`src/rtl/seq_det_pkg.sv`:
```
// Shared types and sizing for the sequence-detect session controller.
// The state encoding and the window-count helper are used by the top module and by the window comparator.
package seq_det_pkg;

    typedef enum logic [1:0] {
        ST_IDLE = 2'd0,
        ST_RUN  = 2'd1,
        ST_SCAN = 2'd2,
        ST_DONE = 2'd3
    } state_t;

    localparam int DEF_DATA_W = 4;
    localparam int DEF_PAT_W  = 2;

    // Number of PAT_W-wide sliding windows inside a DATA_W-wide word.
    function automatic int calc_nwin(input int data_w, input int pat_w);
        return data_w - pat_w + 1;
    endfunction

endpackage

```
`src/rtl/seq_win_cmp.sv`:
```
// Combinational window select plus equality compare.
// Window i is taken MSB-first from the snapshot.
module seq_win_cmp
    import seq_det_pkg::*;
#(
    parameter int DATA_W = DEF_DATA_W,
    parameter int PAT_W  = DEF_PAT_W,
    parameter int IDX_W  = 2
) (
    input  logic [DATA_W-1:0] i_shadow,
    input  logic [PAT_W-1:0]  i_pat,
    input  logic [IDX_W-1:0]  i_idx,
    output logic              o_match
);

    localparam int NWIN = calc_nwin(DATA_W, PAT_W);

    logic [NWIN-1:0] w_eq;

    genvar gi;
    generate
        for (gi = 0; gi < NWIN; gi++) begin : g_win
            assign w_eq[gi] = (i_shadow[DATA_W-1-gi -: PAT_W] == i_pat);
        end
    endgenerate

    // Index values outside the window range yield no match.
    always_comb begin
        o_match = 1'b0;
        for (int i = 0; i < NWIN; i++) begin
            if (i_idx == IDX_W'(i)) begin
                o_match = w_eq[i];
            end
        end
    end

endmodule

```
`src/rtl/seq_det_ctrl.sv`:
```
// Session controller: selects the pattern, snapshots the switch word while running,
// then scans the windows one per clock through a single comparator and publishes the count.
module seq_det_ctrl
    import seq_det_pkg::*;
#(
    parameter  int DATA_W = DEF_DATA_W,
    parameter  int PAT_W  = DEF_PAT_W,
    localparam int NWIN   = calc_nwin(DATA_W, PAT_W),
    localparam int IDX_W  = (NWIN > 1) ? $clog2(NWIN) : 1,
    localparam int CNT_W  = $clog2(NWIN + 1)
) (
    input  logic              clk,
    input  logic              rst_n,
    input  logic              key_pat_pulse,
    input  logic              key_det_pulse,
    input  logic [DATA_W-1:0] bm,
    output logic [PAT_W-1:0]  pat,
    output logic              det_active,
    output logic              busy,
    output logic [IDX_W-1:0]  scan_idx,
    output logic [CNT_W-1:0]  result,
    output logic              result_valid
);

    state_t            r_state;
    state_t            w_state_next;
    logic [PAT_W-1:0]  r_pat;
    logic [DATA_W-1:0] r_shadow;
    logic [CNT_W-1:0]  r_acc;
    logic [IDX_W-1:0]  r_scan_idx;
    logic [CNT_W-1:0]  r_result;
    logic              r_result_valid;
    logic              w_match;

    seq_win_cmp #(
        .DATA_W (DATA_W),
        .PAT_W  (PAT_W),
        .IDX_W  (IDX_W)
    ) u_win_cmp (
        .i_shadow (r_shadow),
        .i_pat    (r_pat),
        .i_idx    (r_scan_idx),
        .o_match  (w_match)
    );

    always_ff @(posedge clk or negedge rst_n) begin
        if (!rst_n) begin
            r_state <= ST_IDLE;
        end else begin
            r_state <= w_state_next;
        end
    end

    always_comb begin
        w_state_next = r_state;
        case (r_state)
            ST_IDLE: if (key_det_pulse) w_state_next = ST_RUN;
            ST_RUN:  if (key_det_pulse) w_state_next = ST_SCAN;
            ST_SCAN: if (r_scan_idx == IDX_W'(NWIN - 1)) w_state_next = ST_DONE;
            ST_DONE: w_state_next = ST_IDLE;
            default: w_state_next = ST_IDLE;
        endcase
    end

    // Datapath registers; keys are only honoured in IDLE and RUN.
    always_ff @(posedge clk or negedge rst_n) begin
        if (!rst_n) begin
            r_pat          <= '0;
            r_shadow       <= '0;
            r_acc          <= '0;
            r_scan_idx     <= '0;
            r_result       <= '0;
            r_result_valid <= 1'b0;
        end else begin
            r_result_valid <= 1'b0;
            case (r_state)
                ST_IDLE: begin
                    if (key_pat_pulse && !key_det_pulse) begin
                        r_pat <= r_pat + PAT_W'(1);
                    end
                end
                ST_RUN: begin
                    r_shadow <= bm;
                    if (key_det_pulse) begin
                        r_acc      <= '0;
                        r_scan_idx <= '0;
                    end
                end
                ST_SCAN: begin
                    r_acc      <= r_acc + CNT_W'(w_match);
                    r_scan_idx <= r_scan_idx + IDX_W'(1);
                end
                ST_DONE: begin
                    r_result       <= r_acc;
                    r_result_valid <= 1'b1;
                    r_scan_idx     <= '0;
                end
                default: ;
            endcase
        end
    end

    assign pat          = r_pat;
    assign det_active   = (r_state == ST_RUN);
    assign busy         = (r_state == ST_SCAN) || (r_state == ST_DONE);
    assign scan_idx     = r_scan_idx;
    assign result       = r_result;
    assign result_valid = r_result_valid;

endmodule
```
`config.mk`:
```
export PLATFORM = sky130hd
export DESIGN_NAME = seq_det_ctrl
export DESIGN_NICKNAME = d
export VERILOG_FILES = /design/src/rtl/seq_det_pkg.sv /design/src/rtl/seq_win_cmp.sv /design/src/rtl/seq_det_ctrl.sv
export SDC_FILE = /design/constraint.sdc
export NUM_CORES = 1
export LEC_CHECK = 0
export ABC_AREA = 1
export BUFFER_PORTS_ARGS = -buffer_cell sky130_fd_sc_hd__buf_2
export CAP_MARGIN = 40
export CELL_PAD_IN_SITES_DETAIL_PLACEMENT = 0
export CELL_PAD_IN_SITES_GLOBAL_PLACEMENT = 2
export CORE_MARGIN = 1
export CORE_UTILIZATION = 32
export CTS_CLUSTER_SIZE = 12
export DETAILED_ROUTE_END_ITERATION = 10
export PLACE_DENSITY = 0.84
export SETUP_SLACK_MARGIN = 0.02
export SLEW_MARGIN = 10
export SYNTH_ARGS = -nofsm -noshare
export SYNTH_HDL_FRONTEND = slang
export SYNTH_HIERARCHICAL = 1
export SYNTH_SLANG_ARGS = --single-unit
```
`constraint.sdc`:
```
create_clock -name clk -period 2.9 [get_ports clk]
set_input_delay 0.435 -clock clk [delete_from_list [all_inputs] [get_ports clk]]
set_output_delay 0.435 -clock clk [all_outputs]
set_load 0.005 [all_outputs]
```
==> results of run 1 <==
worst paths after layout:
| kind | to | start | cells past startpoint | slack (ns) |
|---|---|---|---|---|
| worst min-delay path | r_shadow[3] | rst_n | 1 | 0.04 |
| min in group clk | r_shadow[1] | bm[1] | 3 | 0.35 |
| worst max-delay path | busy | r_state[0] | 4 | 0.99 |
| worst max register to register | r_acc[1] | pat[0] | 11 | 1.41 |
| worst min register to register | r_shadow[0] | r_shadow[0] | 2 | 0.51 |
| max in group asynchronous | scan_idx[1] | rst_n | 1 | 2.59 |
layer usage:
layer  vias to the layer above  global-route usage (%)
met5                         -                       0
met4                         0                    5.26
met3                         2                    3.45
met2                        13                    22.3
met1                       345                    19.0
li1                        381                       -
cell usage in the layout (no fill, tap or decap):
cell type  netlist  layout
a21oi_1          1       1
buf_2            0      16
clkbuf_4         0       3
clkinv_2         0       1
dfrtp_1         15      15
ha_1             6       6
inv_1           18      18
mux2_2           1       1
nand2_1         44      44
nand3_1         10      10
nand4_1          2       2
nor2_1           6       6
o21ai_0          3       3
o21ai_2          1       1
or2_2            1       1
xnor2_1          3       3
cells by family after synthesis:
family | after synthesis | synth area share, %
and+or+nand+nor | 63 | 30.5
buffers and inverters | 18 | 8.04
DFF | 15 | 44.6
adders and majority gates | 6 | 8.93
AOI/OAI and AO/OA | 5 | 3.42
xor gates and xnor gates | 3 | 3.13
muxes | 1 | 1.34
power groups by stage:
| stage | registers [µW] | clock network (µW) | logic (µW) |
|---|---|---|---|
| global route | 415 | 135 | 599 |
| detailed placement | 405 | 0 | 512 |
| finish | 398 | 122 | 508 |
| CTS | 400 | 128 | 517 |
| floorplan | 385 | 0 | 371 |
| global placement | 401 | 0 | 507 |
flip-flops by register name, summed over array words and instances, names as in the netlist:
register / flops
r_acc: 2
result: 2
scan_idx: 2
r_shadow: 4
result_valid: 1
r_state: 2
pat: 2
per-stage QoR:
stage               instances  instance area (µm²)  worst slack (ns)  utilization, %
floorplan                 111                  841              1.50               -
global placement          157                  958              1.34            38.7
global route              161                  986             0.887            39.8
finish                    161                  986             0.991            39.8
CTS                       161                  986             0.973            39.8
detailed placement        157                  958              1.30            38.7
layout make-up:
class	instances	area (µm²)	share of cell area, %
Tap cell	30	37.5	3.81
Inverter	18	67.6	6.85
Clock inverter	1	5.00	0.508
Sequential cell	15	375	38.1
Clock buffer	3	22.5	2.28
Timing Repair Buffer	16	80.1	8.12
Multi-Input combinational cell	78	398	40.4
worst max-delay path, cell delays in order (launching register included):
cell and delay (ns):
dfrtp_1 0.41, inv_1 0.09, ha_1 0.28, or2_2 0.30, buf_2 0.12
==> results.json, run 1 <==
{
  "internal_power_uw": 572,
  "syn_nets": 125,
  "wl_per_cell_um": 10.6,
  "netlist_top_cells_area": "dfrtp_1, nand2_1, ha_1",
  "antenna_left": 0,
  "io_buffers": 16,
  "combPwrFrac_pct": 49.4,
  "drcViolationCount": 0,
  "finClkSkew_ns": 0.00333,
  "fp.coreArea_um2": 2480,
  "vdd_drop_max_uv": 472,
  "syn_area_per_cell_um2": 7.57,
  "cellPowerDensity_nw_per_um2": 1040,
  "critPathMaxFanout": 7,
  "p_leak_uw": 0.000575,
  "slew_headroom_pct": 76.2,
  "synth_seq_area_share_pct": 44.6,
  "nFillCells": 280,
  "yosysWarnings": 6,
  "yosysMostFrequentCell": "nand2_1",
  "h-tree-depth": 1,
  "status": "completed",
  "worstSkewPairLatency_ns": 0.28,
  "tightestPinTransition_ns": 0.356,
  "num_vias": 741,
  "finalWirelength_mm": 1.70,
  "finalHoldViolations": 0,
  "fin_nets": 146,
  "post_cts_buffers": 0,
  "cts_resized": 0,
  "cts_buffers": 3,
  "yosys.area.top_type": "dfrtp_1",
  "hp-class": "in2async",
  "seqPwrFrac_pct": 38.7,
  "synth-seq-cells": 15,
  "area_delta_synth_final_pct": 17.3,
  "drv_slew": 0,
  "ys_types": 13,
  "end_kind": "output port",
  "viasPerCell": 4.60,
  "drt-initial-drc-count": 10,
  "cts_root_buffer": "clkbuf_4",
  "rows": 18,
  "cts_max_path_buffers": 2,
  "total_power_uw": 1030,
  "fin_setup_tns_ns": 0,
  "dieArea_um2": 2840,
  "max_cap_viol_count": 0,
  "grt_overflow": 0,
  "yosysTopAreaCellShare_pct": 44.6,
  "switching_share_pct": 44.4,
  "track_usage_pct": 14.3,
  "critPathRequiredTime_ns": 2.47,
  "clockPowerShare_pct": 11.9,
  "grt_pass1_wl_mm": 2.88,
  "start_util_pct": 33.9,
  "wl_met2_um": 773,
  "routabilityCongestion": 0.765,
  "grt_max_degree": 16,
  "synthCells": 111,
  "num_io_pins": 17,
  "dp_hpwl_mm": 1.32,
  "critical_path_arrival_ns": 1.47,
  "period_share_pct": 65.8,
  "fmax_mhz": 524,
  "critical_path_class": "reg2out",
  "grt_pass1_vias": 664,
  "final_layout_size_suffix_gt1_share_pct": 17.6,
  "start_kind": "flip-flop",
  "ys_async_sr_fraction_pct": 100,
  "synth.cell_area_um2": 841,
  "antenna_found_initial": 0,
  "switchingPower_uw": 457,
  "fp.dieH_um": 53.3,
  "hold_slack_ns": 0.0443,
  "cts_sinks": 15,
  "synth_edf_count": 0,
  "clk_pin_slew_ns": 0.10,
  "wl_met1_um": 856,
  "wl_met3_um": 61,
  "cts_hold_buffers": 0,
  "period_needed_ns": 1.91,
  "rsz0062_at_grt": "no",
  "synth_commonest_cells": "nand2_1, inv_1, dfrtp_1, nand3_1",
  "diodes": 0,
  "die_w_um": 53.3,
  "routed.top_layer": "met4",
  "setup_viol": 0,
  "synth_flop_cell": "dfrtp_1",
  "first_pass_iters": 4,
  "cts_tree": "built"
}
Power figures use the tool's default switching activity.
==> inputs of run 2 (changes only) <==
ABC_AREA = 0   (was 1)
CORE_UTILIZATION = 31   (was 32)
PLACE_DENSITY = 0.74   (was 0.84)
clock period = 1.6 ns   (was 2.9 ns; I/O delays follow)
==> run 2 against run 1 <==
  * The run now ends with setup timing left
  * First-iteration DRC count decreased by 60%
  * Non-clock buffer count grew 8
  * Hold slack better by 0.15 ns
  * Die area rose by 1.9%
  * Final area grew 6.1%
  * Sequential power grew 89%
  * Largest cell class unchanged
  * Highest routed layer unchanged
==> results.json, run 2 <==
{
  "status": "complete, but fails checks",
  "violations": "setup timing",
  "track_usage_pct": 12.9,
  "fp.coreArea_um2": 2500,
  "grt_max_degree": 16,
  "max_cap_viol_count": 0,
  "num_io_pins": 17,
  "end_kind": "flip-flop",
  "worstSkewPairLatency_ns": 0.27,
  "p_leak_uw": 0.000484,
  "yosys.area.top_type": "dfrtp_1",
  "yosysMostFrequentCell": "dfrtp_1",
  "start_kind": "flip-flop",
  "critical_path_arrival_ns": 1.85,
  "critPathMaxFanout": 4,
  "final_common_cell": "buf_2",
  "cts_sinks": 15,
  "routabilityCongestion": 0.751,
  "io_buffers": 16,
  "synth_mux_area_share_pct": 14.8,
  "multiInputGateArea_um2": 445,
  "cts_max_path_buffers": 2,
  "antenna_found_initial": 0,
  "nFillCells": 249,
  "synth-seq-cells": 15,
  "synth_fa_ha_area_share_pct": 9.04,
  "synth_flop_cell": "dfrtp_1",
  "finalHoldViolations": 0,
  "syn_nets": 81,
  "cts_buffers": 3,
  "rrSetupSlack_ns": -0.08,
  "tightestPinTransition_ns": 0.350,
  "dp_hpwl_mm": 1.18,
  "diodes": 0,
  "synth.cell_area_um2": 831,
  "hp-class": "in2reg",
  "yosysTopAreaCellShare_pct": 45.2,
  "finalWirelength_mm": 1.59,
  "ys_async_sr_fraction_pct": 100,
  "netlist_top_cells_area": "dfrtp_1, ha_1, mux2_2",
  "final_layout_size_suffix_gt1_share_pct": 50.5,
  "fmax_mhz": 594,
  "vdd_drop_max_uv": 929,
  "synth_edf_count": 0,
  "worst_slack_ns": -0.0826,
  "mostFrequentLayoutCells": "buf_2, dfrtp_1, buf_4",
  "synthSimpleGateAreaFrac_pct": 10.5,
  "num_vias": 602,
  "drt-initial-drc-count": 4,
  "cts_tree": "built",
  "area_delta_synth_final_pct": 25.9,
  "cts_root_buffer": "clkbuf_4",
  "start_util_pct": 33.2,
  "yosysWarnings": 6,
  "rsz0062_at_grt": "yes",
  "finClkSkew_ns": 0.00115,
  "fin_nets": 108,
  "setup_viol": 2,
  "regArea_um2": 375,
  "wl_per_cell_um": 12.9,
  "antenna_left": 0,
  "die_w_um": 53.8,
  "synth_top_family_by_area": "multiplexers",
  "grt_overflow": 0,
  "pre_cts_slack_ns": -0.0827,
  "critPathRequiredTime_ns": 1.77,
  "synth_xor_xnor_area_share_pct": 6.33,
  "critical_path_class": "reg2reg",
  "rows": 18,
  "fp.dieH_um": 53.8,
  "dieArea_um2": 2890,
  "synthCells": 67,
  "fin_util_pct": 41.8,
  "synth_seq_area_share_pct": 45.2,
  "drcViolationCount": 0,
  "top_register": "r_shadow",
  "slew_headroom_pct": 76.7,
  "viasPerCell": 4.89,
  "h-tree-depth": 1,
  "synth_compound_area_share_pct": 9.64,
  "period_share_pct": 105,
  "synth_commonest_cells": "dfrtp_1, ha_1, mux2_2, xnor2_1",
  "drv_slew": 0,
  "clk_pin_slew_ns": 0.09,
  "grt_pass1_vias": 587,
  "period_needed_ns": 1.68,
  "cellPowerDensity_nw_per_um2": 2100,
  "grt_pass1_wl_mm": 2.63,
  "syn_area_per_cell_um2": 12.4,
  "ys_types": 29,
  "largest_reg_flops": 4,
  "first_pass_iters": 5
}
[run 2: cell types whose count changed after synthesis, sizes merged, moves of 3 or more]
| cell | previous run | this run |
|---|---|---|
| nand2 | 44 | 2 |
| inv | 18 | 5 |
| nand3 | 10 | 0 |
| mux2 | 1 | 7 |
| mux2i | 0 | 4 |
| nor2 | 6 | 3 |
[run 2: cells by family after synthesis]
group / after synthesis
multiplexers: 11
adder cells (fa/ha/maj): 6
XOR/XNOR: 6
AND/OR/NAND/NOR: 12
flip-flops: 15
AO/OA/AOI/OAI: 10
buffers and inverters: 7
[run 2: worst paths after layout]
path                              from  depth (start not counted)     endpoint
min in group asynchronous        rst_n                          2  r_shadow[2]
max in group asynchronous        rst_n                          2       pat[1]
min reg2reg                  result[1]                          1    result[1]
min                              bm[3]                          2  r_shadow[3]
max reg2reg                scan_idx[0]                          6     r_acc[1]
max                        scan_idx[0]                          6     r_acc[1]
[run 2: where the power goes]
part           leakage [µW]  switching (µW)  internal (µW)
Combinational      0.000285             514            720
Clock             0.0000150             118           96.6
Sequential         0.000185             187            566
[run 2: metal layers]
metal	vias to the layer above	track usage, %	part of all wire (%)
met1	298	16.8	47
li1	289	-	-
met5	-	0	0
met4	0	8.33	1.2
met3	2	2.26	3.7
met2	13	19.5	48
[run 2: worst max-delay path: stages (launching register included)]
cell	delay [ns]
dfrtp_1	0.42
mux2i_1	0.24
xnor2_1	0.10
o31ai_2	0.22
ha_2	0.24
o21ai_2	0.05
a221o_1	0.30
[run 2: timing repair]
item                       in CTS  in global routing
hold buffers                    1                  0
buffers inserted                1                  1
hold endpoints to repair       15                  0
pin swaps                       3                  1
setup endpoints to repair       3                  4
resized for setup               4                  3
[run 2: stage by stage]
step	instances	TNS [ns]	hold WS [ns]	power, µW	instance area, µm²
2_1_floorplan	67	-0.0462	-0.0556	1590	833
3_3_place_gp	116	-0.0829	0.176	1900	970
3_5_place_dp	116	-0.158	0.169	1920	970
4_1_cts	122	-0.149	0.178	2170	1020
5_1_grt	123	-0.419	0.188	2400	1050
6_report	123	-0.164	0.191	2200	1050
[run 2: area by class of cell]
| type | count | share of cell area, % |
|---|---|---|
| Inverter | 5 | 1.79 |
| Clock buffer | 4 | 2.51 |
| Timing Repair Buffer | 24 | 13.6 |
| Multi-Input combinational cell | 45 | 42.6 |
| Sequential cell | 15 | 35.9 |
| Tap cell | 30 | 3.59 |
